--- src/rtl/iommu_walker_pkg.sv ---
// Shared definitions for the IOMMU page-table walker datapath: AXI widths and
// the walker-arbiter state encoding.
package iommu_walker_pkg;

  localparam int ADDR_W = 34;
  localparam int DATA_W = 256;
  localparam int ID_W   = 3;

  typedef enum logic [1:0] {
    IDLE = 2'd0,
    ADDR = 2'd1,
    RESP = 2'd2
  } state_t;

endpackage

--- src/rtl/iommu_rr_arb2.sv ---
// Two-way round-robin pick; combinational grant, pointer updated on completion.
// Pointer 0 favours requester 0; after an update it favours the port not just served.
module iommu_rr_arb2 (
  input  logic       clk,
  input  logic       reset,
  input  logic [1:0] req,
  input  logic       hold,
  input  logic       update,
  input  logic       update_idx,
  output logic       grant_idx,
  output logic       grant_valid
);

  logic prio_q;

  always_ff @(posedge clk) begin
    if (reset) begin
      prio_q <= 1'b0;
    end else if (update) begin
      prio_q <= ~update_idx;
    end
  end

  always_comb begin
    grant_valid = (|req) && !hold;
    grant_idx   = (req == 2'b11) ? prio_q : req[1];
  end

endmodule

--- src/rtl/iommu_walker_arbiter.sv ---
// Shares one AXI read master between two walker ports, one transaction at a time.
// AR reaches memory one cycle after grant; R beats are routed combinationally with rready passed back.
module iommu_walker_arbiter #(
  parameter int ADDR_W = iommu_walker_pkg::ADDR_W,
  parameter int DATA_W = iommu_walker_pkg::DATA_W,
  parameter int ID_W   = iommu_walker_pkg::ID_W,
  parameter int CNT_W  = 16
) (
  input  logic              clk,
  input  logic              reset,
  input  logic              hold,
  input  logic [ADDR_W-1:0] s0_axi_araddr,
  input  logic [7:0]        s0_axi_arlen,
  input  logic [2:0]        s0_axi_arsize,
  input  logic [1:0]        s0_axi_arburst,
  input  logic              s0_axi_arlock,
  input  logic [3:0]        s0_axi_arcache,
  input  logic [2:0]        s0_axi_arprot,
  input  logic [ID_W-1:0]   s0_axi_arid,
  input  logic              s0_axi_arvalid,
  output logic              s0_axi_arready,
  output logic [DATA_W-1:0] s0_axi_rdata,
  output logic [1:0]        s0_axi_rresp,
  output logic [ID_W-1:0]   s0_axi_rid,
  output logic              s0_axi_rlast,
  output logic              s0_axi_rvalid,
  input  logic              s0_axi_rready,
  input  logic [ADDR_W-1:0] s1_axi_araddr,
  input  logic [7:0]        s1_axi_arlen,
  input  logic [2:0]        s1_axi_arsize,
  input  logic [1:0]        s1_axi_arburst,
  input  logic              s1_axi_arlock,
  input  logic [3:0]        s1_axi_arcache,
  input  logic [2:0]        s1_axi_arprot,
  input  logic [ID_W-1:0]   s1_axi_arid,
  input  logic              s1_axi_arvalid,
  output logic              s1_axi_arready,
  output logic [DATA_W-1:0] s1_axi_rdata,
  output logic [1:0]        s1_axi_rresp,
  output logic [ID_W-1:0]   s1_axi_rid,
  output logic              s1_axi_rlast,
  output logic              s1_axi_rvalid,
  input  logic              s1_axi_rready,
  output logic [ADDR_W-1:0] m_axi_araddr,
  output logic [7:0]        m_axi_arlen,
  output logic [2:0]        m_axi_arsize,
  output logic [1:0]        m_axi_arburst,
  output logic              m_axi_arlock,
  output logic [3:0]        m_axi_arcache,
  output logic [2:0]        m_axi_arprot,
  output logic [ID_W-1:0]   m_axi_arid,
  output logic              m_axi_arvalid,
  input  logic              m_axi_arready,
  input  logic [DATA_W-1:0] m_axi_rdata,
  input  logic [1:0]        m_axi_rresp,
  input  logic [ID_W-1:0]   m_axi_rid,
  input  logic              m_axi_rlast,
  input  logic              m_axi_rvalid,
  output logic              m_axi_rready,
  output logic              busy,
  output logic              grant_idx,
  output logic [CNT_W-1:0]  dbg_grant_cnt0,
  output logic [CNT_W-1:0]  dbg_grant_cnt1
);
  import iommu_walker_pkg::*;

  state_t state_q, state_d;
  logic   gnt_q;
  logic   addr_first_q;
  logic   arb_idx, arb_vld;
  logic   grant, done;

  iommu_rr_arb2 u_arb (
    .clk         (clk),
    .reset       (reset),
    .req         ({s1_axi_arvalid, s0_axi_arvalid}),
    .hold        (hold),
    .update      (done),
    .update_idx  (gnt_q),
    .grant_idx   (arb_idx),
    .grant_valid (arb_vld)
  );

  assign grant = (state_q == IDLE) && arb_vld;
  assign done  = (state_q == RESP) && m_axi_rvalid && m_axi_rready && m_axi_rlast;

  always_ff @(posedge clk) begin
    if (reset) begin
      state_q <= IDLE;
    end else begin
      state_q <= state_d;
    end
  end

  always_comb begin
    state_d = state_q;
    case (state_q)
      IDLE:    if (grant) state_d = ADDR;
      ADDR:    if (m_axi_arready) state_d = RESP;
      RESP:    if (done) state_d = IDLE;
      default: state_d = IDLE;
    endcase
  end

  // AR fields are captured at grant so memory sees them stable however long arready stalls.
  always_ff @(posedge clk) begin
    if (reset) begin
      gnt_q          <= 1'b0;
      addr_first_q   <= 1'b0;
      m_axi_araddr   <= '0;
      m_axi_arlen    <= '0;
      m_axi_arsize   <= '0;
      m_axi_arburst  <= '0;
      m_axi_arlock   <= 1'b0;
      m_axi_arcache  <= '0;
      m_axi_arprot   <= '0;
      m_axi_arid     <= '0;
      dbg_grant_cnt0 <= '0;
      dbg_grant_cnt1 <= '0;
    end else begin
      addr_first_q <= grant;
      if (grant) begin
        gnt_q         <= arb_idx;
        m_axi_araddr  <= arb_idx ? s1_axi_araddr  : s0_axi_araddr;
        m_axi_arlen   <= arb_idx ? s1_axi_arlen   : s0_axi_arlen;
        m_axi_arsize  <= arb_idx ? s1_axi_arsize  : s0_axi_arsize;
        m_axi_arburst <= arb_idx ? s1_axi_arburst : s0_axi_arburst;
        m_axi_arlock  <= arb_idx ? s1_axi_arlock  : s0_axi_arlock;
        m_axi_arcache <= arb_idx ? s1_axi_arcache : s0_axi_arcache;
        m_axi_arprot  <= arb_idx ? s1_axi_arprot  : s0_axi_arprot;
        m_axi_arid    <= arb_idx ? s1_axi_arid    : s0_axi_arid;
      end
      if (done && !gnt_q && (dbg_grant_cnt0 != '1)) dbg_grant_cnt0 <= dbg_grant_cnt0 + CNT_W'(1);
      if (done &&  gnt_q && (dbg_grant_cnt1 != '1)) dbg_grant_cnt1 <= dbg_grant_cnt1 + CNT_W'(1);
    end
  end

  assign busy           = (state_q != IDLE);
  assign grant_idx      = gnt_q;
  assign m_axi_arvalid  = (state_q == ADDR);
  assign s0_axi_arready = (state_q == ADDR) && addr_first_q && !gnt_q;
  assign s1_axi_arready = (state_q == ADDR) && addr_first_q &&  gnt_q;

  always_comb begin
    s0_axi_rdata  = '0;
    s0_axi_rresp  = '0;
    s0_axi_rid    = '0;
    s0_axi_rlast  = 1'b0;
    s0_axi_rvalid = 1'b0;
    s1_axi_rdata  = '0;
    s1_axi_rresp  = '0;
    s1_axi_rid    = '0;
    s1_axi_rlast  = 1'b0;
    s1_axi_rvalid = 1'b0;
    m_axi_rready  = 1'b0;
    if (state_q == RESP) begin
      if (gnt_q) begin
        s1_axi_rdata  = m_axi_rdata;
        s1_axi_rresp  = m_axi_rresp;
        s1_axi_rid    = m_axi_rid;
        s1_axi_rlast  = m_axi_rlast;
        s1_axi_rvalid = m_axi_rvalid;
        m_axi_rready  = s1_axi_rready;
      end else begin
        s0_axi_rdata  = m_axi_rdata;
        s0_axi_rresp  = m_axi_rresp;
        s0_axi_rid    = m_axi_rid;
        s0_axi_rlast  = m_axi_rlast;
        s0_axi_rvalid = m_axi_rvalid;
        m_axi_rready  = s0_axi_rready;
      end
    end
  end

endmodule

--- config.mk ---
export PLATFORM = sky130hd
export DESIGN_NAME = iommu_walker_arbiter
export DESIGN_NICKNAME = d
export VERILOG_FILES = /design/src/rtl/iommu_walker_pkg.sv /design/src/rtl/iommu_rr_arb2.sv /design/src/rtl/iommu_walker_arbiter.sv
export SDC_FILE = /design/constraint.sdc
export NUM_CORES = 1
export LEC_CHECK = 0
export CAP_MARGIN = 20
export CORE_AREA = 3 3 395 397
export CTS_BUF_LIST = sky130_fd_sc_hd__clkbuf_4 sky130_fd_sc_hd__clkbuf_8 sky130_fd_sc_hd__clkbuf_16
export CTS_CLUSTER_SIZE = 16
export DETAILED_ROUTE_END_ITERATION = 7
export DIE_AREA = 0 0 398 400
export GPL_ROUTABILITY_DRIVEN = 0
export HOLD_SLACK_MARGIN = 0.05
export PLACE_DENSITY = 0.3
export REMOVE_ABC_BUFFERS = 1
export SKIP_LAST_GASP = 1
export SLEW_MARGIN = 10
export SYNTH_ARGS = -nofsm -noshare
export SYNTH_HDL_FRONTEND = slang
export SYNTH_SLANG_ARGS = --single-unit
--- constraint.sdc ---
create_clock -name clk -period 3.45 [get_ports clk]
set_clock_uncertainty 0.15 [all_clocks]
set_input_delay 1.035 -clock clk [delete_from_list [all_inputs] [get_ports clk]]
set_output_delay 1.035 -clock clk [all_outputs]
set_load 0.03 [all_outputs]
==> metrics.cfg, run 1 <==
[worst_setup_path]
critPathTopFamily=buffers and inverters
startpoint_type=input pin
crit_path_cell_trace=clkdlybuf4s50_1 > buf_4 > and2_1 > buf_12
cp_max_fo=4
r2r_cells=5
crit_path_max_incr_delay_ns=0.61
endpoint=s1_axi_rlast
cp.required_ns=2.26
crit_type=input pin to output pin
worstPathArrival_ns=2.19
timing.rr.start=dbg_grant_cnt1[0]
crit_buf_inv=3
startpoint=m_axi_rlast
end_kind=output pin
r2r_end=dbg_grant_cnt1[0]
crit_cells=4
cp_slowest_cell=clkdlybuf4s50_1
reg2reg_slack_ns=0.97

[clock_network]
numCtsBuffers=9
htreeDepth=3
cts_max_path_buffers=2
cts_tree=built
hold_buffers=0
clock_latency_ns=0.40
cts_root_buf=clkbuf_16
clkTransAtPathRegs_ns=0.08
clkSinkCount=95

[die]
fp-row-count=143
die_area_mm2=0.159
core_mm2=0.152
die-height_um=400
start_util_pct=5.24
die_x_um=398
io_pins=1009

[drt]
num_vias=12200
wl_per_cell_um=32.4
ant_nets=0
post_drt_via_cell_ratio=2.96
drc=0
first_pass_iters=7
drt_iter0_markers=739
wirelength_um=133000

[placement]
dpl.hpwl_um=120000
io_buffers=1008

[layout]
final_common_cell=and2_1
fin_util_pct=15.7
nets=2452
final_cell_mix=514 x and2_1, 479 x clkdlybuf4s50_1, 331 x buf_12
drive_gt1_share_pct=30.6
syn_to_final_growth_pct=201

[timing]
finalHoldViolations=0
fin_tns_setup_ns=0
maxSlewViolCount=0
setup_viol=0
fin_crit_ns=3.38
clock.fmax_ghz=0.296
tightest_slew_ns=0.926
hold-worst-slack_ns=0.350
min_period_over_period_pct=97.9
rsz0062_at_grt=no
relSlewSlack_pct=37.7

[power]
pwr-share-clk_pct=27.2
switching_share_pct=38.0
power_per_cell_area_mw_per_mm2=175
p_seq_share_pct=28.7
p_leak_nw=9.35
p_switching_w=0.00159
total_power_w=0.00419
max-vdd-ir-drop_uv=277
intPower_w=0.00260
comb_power_share_pct=44.2

[global_routing]
grt_pass1_vias=11900
grt_max_degree=73
antenna_found_initial=79
grt_pass1_wl_um=158000
grt_use_total_pct=16.0
overflow=0

[worst_hold_path]
hp-class=flip-flop to flip-flop
min-delay-start=m_axi_arid[2]

[synth]
synth_compound_area_share_pct=9.86
ys_seq_area_share_pct=23.9
synth_top_family_by_area=simple AND/OR/NAND/NOR gates
synthSimpleGateAreaFrac_pct=52.0
syn_inst=1082
syn_area_mm2=0.00797
synth_mux_area_share_pct=9.09
yosysWarnings=0
yosys.area.top_type=and2_1
synthAdderAreaFrac_pct=0.314
ys_top_cells_by_area=and2_1 41%, dfxtp_1 24%, mux2i_1 7.5%
synth_xor_area_share_pct=0
synth_seq_cells=95
synthDistinctLibCells=41
yosys.area.top_type_share_pct=41.4
avgSynthCellArea_um2=7.37

[run]
maxCapViolCount=0

[outcome]
outcome=finished, final reports clean

[state kept, by name, indices dropped and copies added (netlist names)]
| register | cells |
|---|---|
| m_axi_arburst | 2 |
| state_q | 2 |
| dbg_grant_cnt1 | 16 |
| m_axi_arid | 3 |
| u_arb.prio_q | 1 |
| dbg_grant_cnt0 | 16 |
| grant_idx | 1 |
| m_axi_araddr | 34 |
| m_axi_arprot | 3 |
| m_axi_arsize | 3 |
| m_axi_arlen | 8 |
| addr_first_q | 1 |
| m_axi_arlock | 1 |
| m_axi_arcache | 4 |
[through the flow]
step / cell area, um^2 / setup WS (ns) / instances
after floorplan: 7620 / -4.80 / 990
after global placement: 23500 / -0.0200 / 4075
after detailed placement: 23500 / -0.0520 / 4075
after CTS: 23800 / -0.00226 / 4092
after global routing: 23900 / 0.0224 / 4102
final: 24000 / 0.0736 / 4116
[tightest hold or removal path: stages (launching register included)]
cell and delay [ns]:
dfxtp_1 0.32, nor2_1 0.09, a211oi_1 0.05
[power by group through the flow]
stage               Combinational (W)  Clock (W)  Sequential [W]
detailed placement            0.00186          0         0.00123
finish                        0.00185    0.00114         0.00120
floorplan                    0.000499          0         0.00136
global placement              0.00186          0         0.00122
CTS                           0.00188    0.00123         0.00120
global route                  0.00195    0.00125         0.00121
[kinds of logic (layout without fill, tap and decap cells)]
family / after synthesis / in the layout
buf+inv: 102 / 1088
other cells: 0 / 18
compound gates: 113 / 113
simple gates: 699 / 699
fa+ha+maj: 2 / 2
flops: 95 / 95
mux: 71 / 71
[per-layer routing]
layer  global-route usage, %  part of all wire (%)
met5                       0                  0.19
met4                    5.09                   3.2
met3                    5.93                    10
met2                    27.3                    48
met1                    18.3                    38
[worst min-delay path by stage]
stage,end,slack [ns],cells past startpoint
3_3_place_gp,m_axi_araddr[0],0.34,2
6_report,m_axi_arid[2],0.35,2
3_5_place_dp,m_axi_arid[2],0.34,2
2_1_floorplan,u_arb.prio_q,0.30,2
5_1_grt,m_axi_arsize[1],0.37,2
4_1_cts,m_axi_arid[2],0.35,2
[cells in the mapped netlist]
| library cell | n |
|---|---|
| o31ai_1 | 12 |
| and4_1 | 3 |
| or2_2 | 2 |
| and4b_1 | 1 |
| o21a_1 | 1 |
| o21ai_0 | 5 |
| buf_1 | 3 |
| inv_1 | 10 |
| nand4b_1 | 2 |
| buf_2 | 8 |
| clkbuf_1 | 81 |
| o311ai_0 | 1 |
| mux2_2 | 11 |
| ha_1 | 2 |
| nor3_1 | 3 |
| mux2i_1 | 60 |
| a211oi_1 | 61 |
| o21ai_1 | 1 |
| o41ai_1 | 2 |
| or3_1 | 6 |
| and3_1 | 1 |
| nor2_1 | 80 |
| a31o_2 | 1 |
| nand2b_1 | 2 |
| o21bai_1 | 1 |
| nand3_1 | 13 |
| a31oi_1 | 1 |
| nand4_1 | 7 |
| nor4_1 | 6 |
| nor4_2 | 1 |
| or4_1 | 14 |
| a21oi_1 | 23 |
| nand2_1 | 21 |
| o311a_1 | 1 |
| nor2b_1 | 9 |
| a211o_1 | 1 |
| o31a_1 | 1 |
| o2111ai_1 | 1 |
| dfxtp_1 | 95 |
| nor4b_1 | 1 |
| and2_1 | 527 |
[area by class of cell]
| type | count | area, um^2 |
|---|---|---|
| Timing Repair Buffer | 1062 | 13400 |
| Antenna cell | 18 | 45.0 |
| Inverter | 10 | 37.5 |
| Tap cell | 2030 | 2540 |
| Sequential cell | 95 | 1900 |
| Clock inverter | 7 | 81.3 |
| Clock buffer | 9 | 225 |
| Fill cell | 17200 | 128000 |
| Multi-Input combinational cell | 885 | 5730 |
[timing repair]
action                                  4_1_cts  5_1_grt
buffers inserted                              0        4
gates resized for setup                      13        5
endpoints found under the setup margin      133      104
pin swaps                                     0        1
cloned                                        1        2
Power figures use the tool's default switching activity.
==> inputs of run 2 (changes only) <==
- CORE_AREA: 3 3 395 397 -> 4 4 396 398
- DIE_AREA: 0 0 398 400 -> 0 0 400 402
==> run 2 against run 1 <==
- core utilization down 0.11 points
- clock power up 4%
- critical path type unchanged
- setup slack better by 0.041 ns
==> metrics.cfg, run 2 (same netlist as run 1, synthesis figures left out) <==
[timing]
clock.fmax_ghz=0.300  ; +1.2%
relSlewSlack_pct=43.2  ; +5.5 points
rsz0062_at_grt=no
fin_crit_ns=3.34  ; -0.0413 ns
tightest_slew_ns=0.844  ; -0.0820 ns
finalHoldViolations=0  ; unchanged
setup_ws_ns=0.115  ; +0.0413 ns
min_period_over_period_pct=96.7  ; -1.2 points
fin_tns_setup_ns=0  ; unchanged
setup_viol=0  ; unchanged
maxSlewViolCount=0  ; unchanged

[layout]
final_cell_mix=517 x and2_1, 470 x clkdlybuf4s50_1, 331 x buf_12
syn_to_final_growth_pct=201  ; unchanged
fillers=17300  ; +0.94%
regMostFlops=m_axi_araddr
final_common_cell=and2_1
nets=2450  ; -0.082%
largest_register_ffs=34  ; unchanged
top_regs=m_axi_araddr: 34 flops, dbg_grant_cnt0: 16 flops, dbg_grant_cnt1: 16 flops
drive_gt1_share_pct=30.7  ; +0.13 points

[drt]
ant_nets=0  ; unchanged
num_vias=12100  ; -0.31%
wl_per_cell_um=33.1  ; +2.0%
wirelength_um=137000  ; +2.6%
drt_iter0_markers=648  ; -12%
post_drt_via_cell_ratio=2.93  ; -0.87%
drc=0  ; unchanged
first_pass_iters=4  ; -3

[placement]
dpl.hpwl_um=125000  ; +3.7%
dp_slack_ns=-0.217  ; -0.165 ns
io_buffers=1008  ; unchanged

[worst_setup_path]
cp_max_fo=2  ; -2
cp.required_ns=2.26  ; about the same
reg2reg_slack_ns=0.85  ; -0.12 ns
crit_buf_inv=2  ; -1
crit_path_max_incr_delay_ns=0.55  ; -0.06 ns
worstPathArrival_ns=2.15  ; -0.04 ns
critPathTopFamily=buffers and inverters
crit_type=input pin to output pin
startpoint_type=input pin
crit_path_cell_trace=clkdlybuf4s50_1 > and2_1 > buf_12
end_kind=output pin
cp_slowest_cell=clkdlybuf4s50_1

[clock_network]
numCtsBuffers=9  ; unchanged
htreeDepth=3  ; unchanged
clock_latency_ns=0.39  ; about the same
clkTransAtPathRegs_ns=0.08  ; about the same
cts_max_path_buffers=2  ; unchanged
cts_tree=built
clkSinkCount=95  ; unchanged
hold_buffers=0  ; unchanged
postCtsSetupBuffers=0  ; unchanged
cts_root_buf=clkbuf_16

[die]
die_area_mm2=0.161  ; +1.0%
core_mm2=0.153  ; +0.70%
start_util_pct=5.20  ; -0.036 points
io_pins=1009  ; unchanged
fp-row-count=144  ; +0.70%
die-height_um=402  ; +0.50%
die_x_um=400  ; +0.50%

[power]
power_per_cell_area_mw_per_mm2=175  ; -0.15%
p_leak_nw=9.36  ; +0.15%
max-vdd-ir-drop_uv=275  ; -0.74%

[global_routing]
antenna_found_initial=86  ; +8.9%
grt_pass1_wl_um=163000  ; +2.8%
grt_pass1_vias=11700  ; -1.7%
grt_max_degree=76  ; +4.1%
grt_use_total_pct=16.3  ; +0.33 points
overflow=0  ; unchanged

[worst_hold_path]
hp-class=flip-flop to flip-flop

[run]
maxCapViolCount=0  ; unchanged

[outcome]
outcome=finished, final reports clean

## run 2: repair_timing
| action | in CTS | in global routing |
|---|---|---|
| gates cloned | 0 | 1 |
| gates resized for setup | 18 | 1 |
| setup endpoints to repair | 230 | 21 |
| endpoints found under the hold margin | 0 | 0 |
## run 2: routing by layer
layer / wire (um) / track usage (%)
met1: 53100 / 18.9
met2: 67500 / 28.3
met3: 11500 / 5.01
met4: 4610 / 5.28
met5: 232 / 0
## run 2: power by group
group | leakage [nW] | internal, W | switching, W | total, W
clock | 0.159 | 0.000603 | 0.000576 | 0.00118
combinational | 8.42 | 0.000885 | 0.000919 | 0.00180
sequential | 0.778 | 0.00117 | 0.0000382 | 0.00120
## run 2: final cells by class
cell class,instances,area (um^2),area share [%]
antenna,29,72.6,0.303
multi-input combinational,885,5730,23.9
clock buffer,10,239,0.997
clock inverter,6,81.3,0.339
inverter,10,37.5,0.157
sequential,95,1900,7.94
timing repair buffer,1060,13400,55.7
tap,2044,2560,10.7
## run 2: worst reg2reg max path: stages, from the launching register on
cell and delay [ns]:
dfxtp_1 0.38, buf_4 0.17, nand4b_1 0.18, buf_4 0.21, or4_1 0.62, buf_4 0.20, a211oi_1 0.22, mux2_2 0.36
## run 2: final timing paths
kind                                       start           endpoint  cells after the start
worst max-delay path             m_axi_rdata[81]   s0_axi_rdata[81]                      3
worst min-delay path            m_axi_araddr[32]   m_axi_araddr[32]                      2
worst max register to register        state_q[1]  dbg_grant_cnt1[7]                      7
worst min register to register  m_axi_araddr[32]   m_axi_araddr[32]                      2
## run 2: through the flow
stage / utilization, % / total power, W / hold slack [ns] / cell area (um^2) / cells
2_1_floorplan: - / 0.00185 / 0.302 / 7620 / 990
3_3_place_gp: 15.3 / 0.00306 / 0.336 / 23500 / 4093
6_report: 15.6 / 0.00419 / 0.349 / 24000 / 4139
5_1_grt: 15.6 / 0.00439 / 0.366 / 23900 / 4116
3_5_place_dp: 15.3 / 0.00305 / 0.340 / 23500 / 4093
4_1_cts: 15.6 / 0.00431 / 0.352 / 23900 / 4109
==> inputs of run 3 (changes only) <==
- RECOVER_POWER: unset -> 100
==> run 3 against run 2 <==
- cell area down 2.3%
- total power down 1.8%
- count of clock-buffer cells in the layout unchanged
- wire length down 0.17%
- register-to-register slack worse by 0.11 ns
- clock power about the same
- worst hold slack worse by 0.0030 ns
- cell count up 0.19%
- critical path type unchanged
- largest cell class unchanged
==> metrics.cfg, run 3 (same netlist as run 1, synthesis figures left out) <==
[outcome]
outcome=finished, final reports clean

[die]
die-height_um=402  ; unchanged
die_x_um=400  ; unchanged
io_pins=1009  ; unchanged
die_area_mm2=0.161  ; unchanged
start_util_pct=5.20  ; unchanged
core_mm2=0.153  ; unchanged
fp-row-count=144  ; unchanged

[layout]
final_cell_mix=353 x clkdlybuf4s50_1, 322 x buf_12, 302 x and2_0
fin_util_pct=15.3  ; -0.36 points
regMostFlops=m_axi_araddr
nets=2450  ; unchanged
largest_register_ffs=34  ; unchanged
final_common_cell=clkdlybuf4s50_1
top_regs=m_axi_araddr: 34 flops, dbg_grant_cnt0: 16 flops, dbg_grant_cnt1: 16 flops
syn_to_final_growth_pct=194
drive_gt1_share_pct=28.4  ; -2.4 points

[worst_setup_path]
crit_path_max_incr_delay_ns=0.63  ; +0.08 ns
cp_slowest_cell=dlygate4sd3_1
crit_buf_inv=2  ; unchanged
critPathTopFamily=buffers and inverters
timing.rr.start=state_q[1]
r2r_end=dbg_grant_cnt1[7]
cp_max_fo=2  ; unchanged
reg2reg_slack_ns=0.74  ; -0.11 ns
crit_type=input pin to output pin
worstPathArrival_ns=2.24  ; +0.09 ns
crit_path_cell_trace=dlygate4sd3_1 > and2_1 > buf_12
end_kind=output pin
cp.required_ns=2.26  ; about the same
startpoint_type=input pin
r2r_cells=7  ; unchanged

[clock_network]
numCtsBuffers=9  ; unchanged
cts_root_buf=clkbuf_16
cts_max_path_buffers=2  ; unchanged
clock_latency_ns=0.39  ; about the same
cts_tree=built
clkTransAtPathRegs_ns=0.08  ; about the same
htreeDepth=3  ; unchanged
clkSinkCount=95  ; unchanged
postCtsSetupBuffers=0  ; unchanged

[worst_hold_path]
hp-class=flip-flop to flip-flop
whs_path_depth=2  ; unchanged
holdPathEnd=m_axi_araddr[32]
min-delay-start=m_axi_araddr[32]

[drt]
wirelength_um=137000  ; -0.17%
drt_iter0_markers=627  ; -3.2%
post_drt_via_cell_ratio=2.94  ; +0.42%
first_pass_iters=4  ; unchanged
drc=0  ; unchanged
wl_per_cell_um=33.0  ; -0.36%
ant_nets=0  ; unchanged
num_vias=12200  ; +0.61%

[global_routing]
grt_max_degree=76  ; unchanged
overflow=0  ; unchanged
grt_pass1_wl_um=163000  ; unchanged
grt_pass1_vias=11700  ; unchanged
grt_use_total_pct=16.3  ; unchanged
antenna_found_initial=94  ; +9.3%

[placement]
dp_slack_ns=-0.217  ; unchanged
dpl.hpwl_um=125000  ; unchanged
io_buffers=1008  ; unchanged

[power]
power_per_cell_area_mw_per_mm2=176  ; +0.56%
total_power_w=0.00411  ; -1.8%
p_leak_nw=9.01  ; -3.8%
max-vdd-ir-drop_uv=272  ; -1.1%

[timing]
tightest_slew_ns=1.27  ; +0.430 ns
setup_ws_ns=0.0248  ; -0.0900 ns
min_period_over_period_pct=99.3  ; +2.6 points
setup_viol=0  ; unchanged
rsz0062_at_grt=no
fin_crit_ns=3.43  ; +0.0900 ns
finalHoldViolations=0  ; unchanged
fin_tns_setup_ns=0  ; unchanged
maxSlewViolCount=0  ; unchanged
relSlewSlack_pct=15.1  ; -28 points
clock.fmax_ghz=0.292  ; -2.6%

[run]
maxCapViolCount=0  ; unchanged

## run 3: cell count changes in the layout (fill, tap and decap cells not counted), sizes merged
cell and delta:
buf -145, diode +8, clkdlybuf4s50 -117, clkbuf +145, dlygate4sd3 +117
## run 3: worst max-delay path by stage
stage                          from                 to  depth (start not counted)
floorplan                      hold          grant_idx                          3
global placement        m_axi_rlast  dbg_grant_cnt1[7]                          7
detailed placement      m_axi_rlast  dbg_grant_cnt1[7]                          7
CTS                      state_q[0]   s0_axi_rdata[40]                          7
global route             state_q[0]  s0_axi_rdata[187]                          7
finish              m_axi_rdata[81]   s0_axi_rdata[81]                          3
## run 3: timing repair
item / CTS / global route
hold buffers: 0 / 0
cloned: 0 / 1
pin swaps: 0 / 0
endpoints found under the hold margin: 0 / 0
gates resized for setup: 18 / 1
setup endpoints to repair: 230 / 21
## run 3: area by class of cell
type / count / area, um^2
Fill cell: 17400 / 130000
Sequential cell: 95 / 1900
Inverter: 10 / 37.5
Clock buffer: 10 / 239
Antenna cell: 37 / 92.6
Timing Repair Buffer: 1060 / 12800
Multi-Input combinational cell: 885 / 5720
Clock inverter: 6 / 81.3
Tap cell: 2044 / 2560
## run 3: tightest hold or removal path, stage by stage (launching register included)
cell and delay [ns]:
dfxtp_1 0.31, nor2_1 0.09, a211oi_1 0.05
## run 3: through the flow
stage | instance area (um^2) | hold WS [ns] | cells
2_1_floorplan | 7620 | 0.302 | 990
3_5_place_dp | 23500 | 0.340 | 4093
6_report | 23400 | 0.346 | 4147
3_3_place_gp | 23500 | 0.336 | 4093
4_1_cts | 23900 | 0.352 | 4109
5_1_grt | 23400 | 0.363 | 4120
## run 3: metal layers
metal  share of wire, %  global-route usage [%]  wire length [um]  vias to the layer above
li1                   -                       -                 -                     5580
met1                 38                    18.9             51500                     5802
met2                 49                    28.3             67400                      656
met3                9.4                    5.01             12900                      135
met4                3.4                    5.28              4670                       34
met5               0.16                       0               218                        -
## run 3: where the power goes
| part | internal [W] | switching [W] |
|---|---|---|
| Clock | 0.000603 | 0.000576 |
| Sequential | 0.00117 | 0.0000350 |
| Combinational | 0.000816 | 0.000918 |
| Total | 0.00258 | 0.00153 |
